<file path="config.mk">
export PLATFORM = sky130hd
export DESIGN_NAME = dma_wb_scheduler
export DESIGN_NICKNAME = d
export VERILOG_FILES = /design/src/rtl/dma_wb_scheduler_pkg.sv /design/src/rtl/dma_wb_scheduler.sv
export SDC_FILE = /design/constraint.sdc
export NUM_CORES = 1
export LEC_CHECK = 0
export BUFFER_PORTS_ARGS = -buffer_cell sky130_fd_sc_hd__buf_2
export CORE_UTILIZATION = 45
export CTS_CLUSTER_DIAMETER = 100
export DETAILED_ROUTE_END_ITERATION = 12
export GPL_ROUTABILITY_DRIVEN = 0
export PLACE_DENSITY = 0.76
export SETUP_SLACK_MARGIN = 0.02
export SLEW_MARGIN = 10
export SYNTH_ARGS = -nofsm -noshare
export SYNTH_HDL_FRONTEND = slang
export SYNTH_SLANG_ARGS = --single-unit
export TNS_END_PERCENT = 50
</file>
<file path="constraint.sdc">
create_clock -name clk -period 4.1 [get_ports clk]
set_input_delay 0.41 -clock clk [delete_from_list [all_inputs] [get_ports clk]]
set_output_delay 0.41 -clock clk [all_outputs]
set_load 0.02 [all_outputs]
</file>
<file path="src/rtl/dma_wb_scheduler_pkg.sv">
// Shared types and constants for the DMA write-back scheduler.
// The optional DMA_WB_PERF_EN feature adds no package content.
package dma_wb_scheduler_pkg;

    typedef enum logic [2:0] {
        S_IDLE,
        S_LOAD,
        S_ISSUE,
        S_WAIT,
        S_GAP,
        S_DONE
    } state_e;

    localparam int BEAT_BYTES      = 8;
    localparam int BEAT_SHIFT      = 3;
    localparam int DEF_BURST_BEATS = 256;
    localparam int DEF_GAP_CYCLES  = 4;

endpackage

</file>
<file path="src/rtl/dma_wb_scheduler.sv">
// Splits one buffer write-back job into DMA master bursts.
// Define DMA_WB_PERF_EN to add the perf_cycles / perf_bursts counters.
module dma_wb_scheduler
    import dma_wb_scheduler_pkg::*;
#(
    parameter int ADDR_BIT    = 16,
    parameter int BURST_BEATS = DEF_BURST_BEATS,
    parameter int GAP_CYCLES  = DEF_GAP_CYCLES
) (
    input  logic                clk,
    input  logic                rst_n,
    input  logic                job_valid,
    output logic                job_ready,
    input  logic [31:0]         job_ddr_addr,
    input  logic [ADDR_BIT:0]   job_buf_start,
    input  logic [ADDR_BIT:0]   job_beats,
    output logic                job_done,
    output logic                busy,
    output logic                send_enable,
    input  logic                send_done,
    output logic [31:0]         dma_addr,
    output logic [15:0]         dma_len,
    output logic [ADDR_BIT:0]   addr_start,
    output logic [ADDR_BIT:0]   addr_end
`ifdef DMA_WB_PERF_EN
    ,
    output logic [31:0]         perf_cycles,
    output logic [15:0]         perf_bursts
`endif
);

    localparam int AW = ADDR_BIT + 1;
    localparam int GW = $clog2(GAP_CYCLES + 1);
    localparam logic [AW-1:0] BURST_MAX = AW'(BURST_BEATS);
    localparam logic [GW-1:0] GAP_LAST  = GW'(GAP_CYCLES - 1);

    state_e          state_q;
    logic [AW-1:0]   rem_q;
    logic [AW-1:0]   cur_buf_q;
    logic [31:0]     cur_ddr_q;
    logic [AW-1:0]   burst_q;
    logic [GW-1:0]   gap_q;
    logic            job_ready_q;
    logic            job_done_q;
    logic            busy_q;
    logic            send_enable_q;
    logic [31:0]     dma_addr_q;
    logic [15:0]     dma_len_q;
    logic [AW-1:0]   addr_start_q;
    logic [AW-1:0]   addr_end_q;

    logic [AW-1:0]   burst_d;
    logic [15:0]     len_d;
    logic            accept;

    assign accept = (state_q == S_IDLE) && job_valid && job_ready_q;

    always_comb begin
        burst_d = (rem_q > BURST_MAX) ? BURST_MAX : rem_q;
        len_d   = 16'(burst_d) << BEAT_SHIFT;
    end

    always_ff @(posedge clk or negedge rst_n) begin
        if (!rst_n) begin
            state_q       <= S_IDLE;
            rem_q         <= '0;
            cur_buf_q     <= '0;
            cur_ddr_q     <= '0;
            burst_q       <= '0;
            gap_q         <= '0;
            job_ready_q   <= 1'b1;
            job_done_q    <= 1'b0;
            busy_q        <= 1'b0;
            send_enable_q <= 1'b0;
            dma_addr_q    <= '0;
            dma_len_q     <= '0;
            addr_start_q  <= '0;
            addr_end_q    <= '0;
        end else begin
            job_done_q <= 1'b0;
            unique case (state_q)
                S_IDLE: begin
                    if (accept) begin
                        rem_q       <= job_beats;
                        cur_buf_q   <= job_buf_start;
                        cur_ddr_q   <= job_ddr_addr;
                        job_ready_q <= 1'b0;
                        busy_q      <= 1'b1;
                        state_q     <= (job_beats == '0) ? S_DONE : S_LOAD;
                    end
                end
                S_LOAD: begin
                    burst_q      <= burst_d;
                    addr_start_q <= cur_buf_q;
                    addr_end_q   <= cur_buf_q + burst_d;
                    dma_len_q    <= len_d;
                    dma_addr_q   <= cur_ddr_q;
                    state_q      <= S_ISSUE;
                end
                S_ISSUE: begin
                    send_enable_q <= 1'b1;
                    gap_q         <= '0;
                    state_q       <= S_WAIT;
                end
                S_WAIT: begin
                    if (send_done) begin
                        send_enable_q <= 1'b0;
                        rem_q         <= rem_q - burst_q;
                        cur_buf_q     <= cur_buf_q + burst_q;
                        cur_ddr_q     <= cur_ddr_q + {16'd0, dma_len_q};
                        state_q       <= (rem_q == burst_q) ? S_DONE : S_GAP;
                    end
                end
                S_GAP: begin
                    // Keeps enable low long enough for the master's edge detector
                    if (gap_q == GAP_LAST) begin
                        gap_q   <= '0;
                        state_q <= S_LOAD;
                    end else begin
                        gap_q <= gap_q + 1'b1;
                    end
                end
                S_DONE: begin
                    job_done_q  <= 1'b1;
                    busy_q      <= 1'b0;
                    job_ready_q <= 1'b1;
                    state_q     <= S_IDLE;
                end
                default: begin
                    state_q <= S_IDLE;
                end
            endcase
        end
    end

    assign job_ready   = job_ready_q;
    assign job_done    = job_done_q;
    assign busy        = busy_q;
    assign send_enable = send_enable_q;
    assign dma_addr    = dma_addr_q;
    assign dma_len     = dma_len_q;
    assign addr_start  = addr_start_q;
    assign addr_end    = addr_end_q;

`ifdef DMA_WB_PERF_EN
    logic [31:0] perf_cycles_q;
    logic [15:0] perf_bursts_q;

    always_ff @(posedge clk or negedge rst_n) begin
        if (!rst_n) begin
            perf_cycles_q <= '0;
            perf_bursts_q <= '0;
        end else if (accept) begin
            perf_cycles_q <= '0;
            perf_bursts_q <= '0;
        end else begin
            if (state_q != S_IDLE) begin
                perf_cycles_q <= perf_cycles_q + 1'b1;
            end
            if ((state_q == S_WAIT) && send_done) begin
                perf_bursts_q <= perf_bursts_q + 1'b1;
            end
        end
    end

    assign perf_cycles = perf_cycles_q;
    assign perf_bursts = perf_bursts_q;
`endif

endmodule
</file>
==> results.toml <==
[yosys]
syn_avg_cell_area_um2 = 8.45
yosysSeqAreaShare_pct = 40.7
yosysUniqueCellTypes = 78
yosysMostFrequentCell = "nand2_1"
yosys.area.top_type_share_pct = 40.4
ys_seq_elements = 159
synth_common_cells = "nand2_1, dfrtp_1, a21oi_1, o21ai_0, nor2_1"
synthFlopType = "dfrtp_1"
synth.largest_area_cell = "dfrtp_1"
async_reset_ff_share_pct = 100
yosys_warnings = 0
synth_edf_count = 0
syn_area_mm2 = 0.00979
synth_area_leaders = "dfrtp_1, nand2_1, ha_1, a21oi_1, o21ai_0"
syn_inst = 1158

[finish]
syn_to_final_growth_pct = 15.6
antenna_cells = 0
stdcell_area_mm2 = 0.0113
drive_above_1_share_pct = 17.5
nets = 1421
utilization_pct = 53.5
instances_no_fill = 1573

[drt]
routed_via_density = 5.66
ant_nets = 0
drc_errors = 0
wl_per_cell_um = 17.6
dr.pass1.iters = 5
drt_iter0_markers = 629
routed_wl_mm = 27.6
num_vias = 8910

[sta]
setup_tns_ns = 0
rsz0062_at_grt = "false"
drv_slew = 0
finalWorstSetupSlack_ns = 0.638
finalSetupViolCount = 0
fin_crit_sh_pct = 84.4
finClkSkew_ns = 0.0133
whs_ns = 0.128
finalHoldViolCount = 0
timing.fmax_mhz = 289
tightest_slew_ns = 1.01
slew_headroom_pct = 32.6
period_needed_ns = 3.46

[placed_design]
port_buffers = 152
postPlaceCellArea_mm2 = 0.0107
hpwlAfterDp_mm = 20.2
dp_cells = 1541
dp_slack_ns = 0.698

[clock_tree]
post_cts_resized = 0
post-cts-setup-buffer-count = 0
clock-root-buffer = "clkbuf_16"
cts_tree = "done"
clkSinkCount = 159
cts_buffers = 17
ctsHtreeMaxLevel = 4
clock_latency_ns = 0.44
holdBufCountCts = 0
clk_pin_slew_ns = 0.07
clk_path_buf_depth = 2

[power_and_ir_drop]
leakage_nw = 5.77
total_power_mw = 3.23
p_per_area_mw_per_mm2 = 286
ir_drop_uv = 272

[job]
max-cap-violations = 0

[global_routing]
antenna_found_initial = 1
grt_start_max_net_pins = 110
grt_pass1_vias = 8523
grt_pass1_wl_mm = 44.2
grt_use_total_pct = 25.5
grt-ovfl-total = 0

[worst_setup_path]
cp_max_fo = 4
startpoint_type = "flip-flop"
path_common_cell = "o21ai_0"
cp.arrival_ns = 3.75
worst_setup_path_end_kind = "flip-flop"
path_class = "reg -> reg"
cp.required_ns = 4.39
cpPeakStageDelay_ns = 0.48
crit_slowest_cell = "nor3_1"
crit_path_cell_trace = "nor4_1 > nand2_1 > nor3_1 > ha_1 > a211oi_1 > o21ai_0 > and3b_1 > o21ai_0 > nand2b_1 > a21oi_1 > xor2_1 > o21ai_0"

[worst_hold_path]
min_path_type = "in -> async"

[floorplan]
rows = 53
fp.dieH_um = 149
start_util_pct = 46.3
design.die.area_mm2 = 0.0223
die_x_um = 149
core_area_mm2 = 0.0212
num_io_pins = 156

[run_status]
status = "finished clean"
power by group:
group	leakage [nW]	switching [mW]	internal, mW
Clock	0.289	0.725	0.836
Sequential	2.13	0.000554	1.57
Combinational	3.34	0.0655	0.0371
path summary, 6_finish.rpt:
kind	start	endpoint	slack [ns]	cells after the start
worst min-delay path	rst_n	addr_start[1]$_DFFE_PN0P_	0.13	1
worst min register to register	addr_end[1]$_DFFE_PN0P_	addr_end[1]$_DFFE_PN0P_	0.47	2
max in group asynchronous	rst_n	burst_q[16]$_DFFE_PN0P_	2.94	2
worst max-delay path	rem_q[16]$_DFFE_PN0P_	addr_end[13]$_DFFE_PN0P_	0.64	12
min in group clk	job_ddr_addr[21]	cur_ddr_q[21]$_DFFE_PN0P_	0.18	2
worst max register to register	rem_q[16]$_DFFE_PN0P_	addr_end[13]$_DFFE_PN0P_	0.64	12
cell usage in the layout (no fill, tap or decap), types with 6 or more instances in the layout:
cell type | synthesis | layout
conb_1 | 1 | 10
dfrtp_1 | 158 | 158
a22oi_1 | 6 | 6
ha_1 | 62 | 62
nand2b_1 | 11 | 11
buf_4 | 16 | 11
nor2b_1 | 11 | 11
nand3_1 | 24 | 24
a31oi_1 | 14 | 14
xor2_1 | 19 | 19
clkbuf_16 | 0 | 17
nand2_1 | 241 | 240
inv_1 | 37 | 37
a21oi_1 | 89 | 89
o21a_1 | 16 | 16
a211oi_1 | 14 | 14
nor3_1 | 30 | 29
o211ai_1 | 7 | 7
o22ai_1 | 6 | 6
a21o_1 | 15 | 15
and3_1 | 16 | 16
or3_1 | 10 | 9
o21bai_1 | 7 | 7
or4_1 | 6 | 6
nor2_1 | 80 | 79
xnor2_1 | 18 | 18
and2_1 | 8 | 8
nor4_1 | 11 | 11
o21ai_0 | 89 | 89
buf_2 | 3 | 151
kinds of logic (layout without fill, tap and decap cells):
logic type / Yosys count / in the layout / synth area share, %
AND/OR/NAND/NOR: 474 / 474 / 22.1
AO/OA/AOI/OAI: 312 / 312 / 19.8
flip-flops: 159 / 159 / 40.7
buffers and inverters: 102 / 233 / 4.56
adder cells (fa/ha/maj): 66 / 66 / 8.74
XOR/XNOR: 37 / 37 / 3.31
multiplexers: 7 / 7 / 0.741
other: 1 / 10 / 0.0383
cell type report:
type | count | area [µm²]
Multi-Input combinational cell | 906 | 5420
Timing Repair Buffer | 163 | 850
Inverter | 38 | 143
Tap cell | 275 | 344
Fill cell | 1929 | 9840
Clock buffer | 19 | 453
Clock inverter | 13 | 124
Sequential cell | 159 | 3980
registers in the layout (all words and copies together), names as in the netlist:
| register | cells |
|---|---|
| addr_end | 17 |
| state_q | 3 |
| rem_q | 17 |
| addr_start | 17 |
| gap_q | 3 |
| dma_addr | 32 |
| job_ready | 1 |
| busy | 1 |
| cur_ddr_q | 32 |
| send_enable | 1 |
| burst_q | 17 |
| cur_buf_q | 17 |
| job_done | 1 |
critical path: cells and delay by family, from the launching register on:
family                   cells  cell delay, ns
AO/OA/AOI/OAI                5            1.04
XOR/XNOR                     1            0.17
AND/OR/NAND/NOR              5            1.33
flip-flops                   1            0.41
adder cells (fa/ha/maj)      1            0.36
routing by layer:
layer | vias to the layer above | part of all wire (%) | GRT usage (%)
li1 | 4295 | - | -
met1 | 4257 | 45 | 35.0
met2 | 311 | 46 | 39.8
met3 | 45 | 6.8 | 5.46
met4 | 2 | 2.0 | 8.21
met5 | - | 0.036 | 0
No activity file was read; power rests on OpenSTA's default activity.
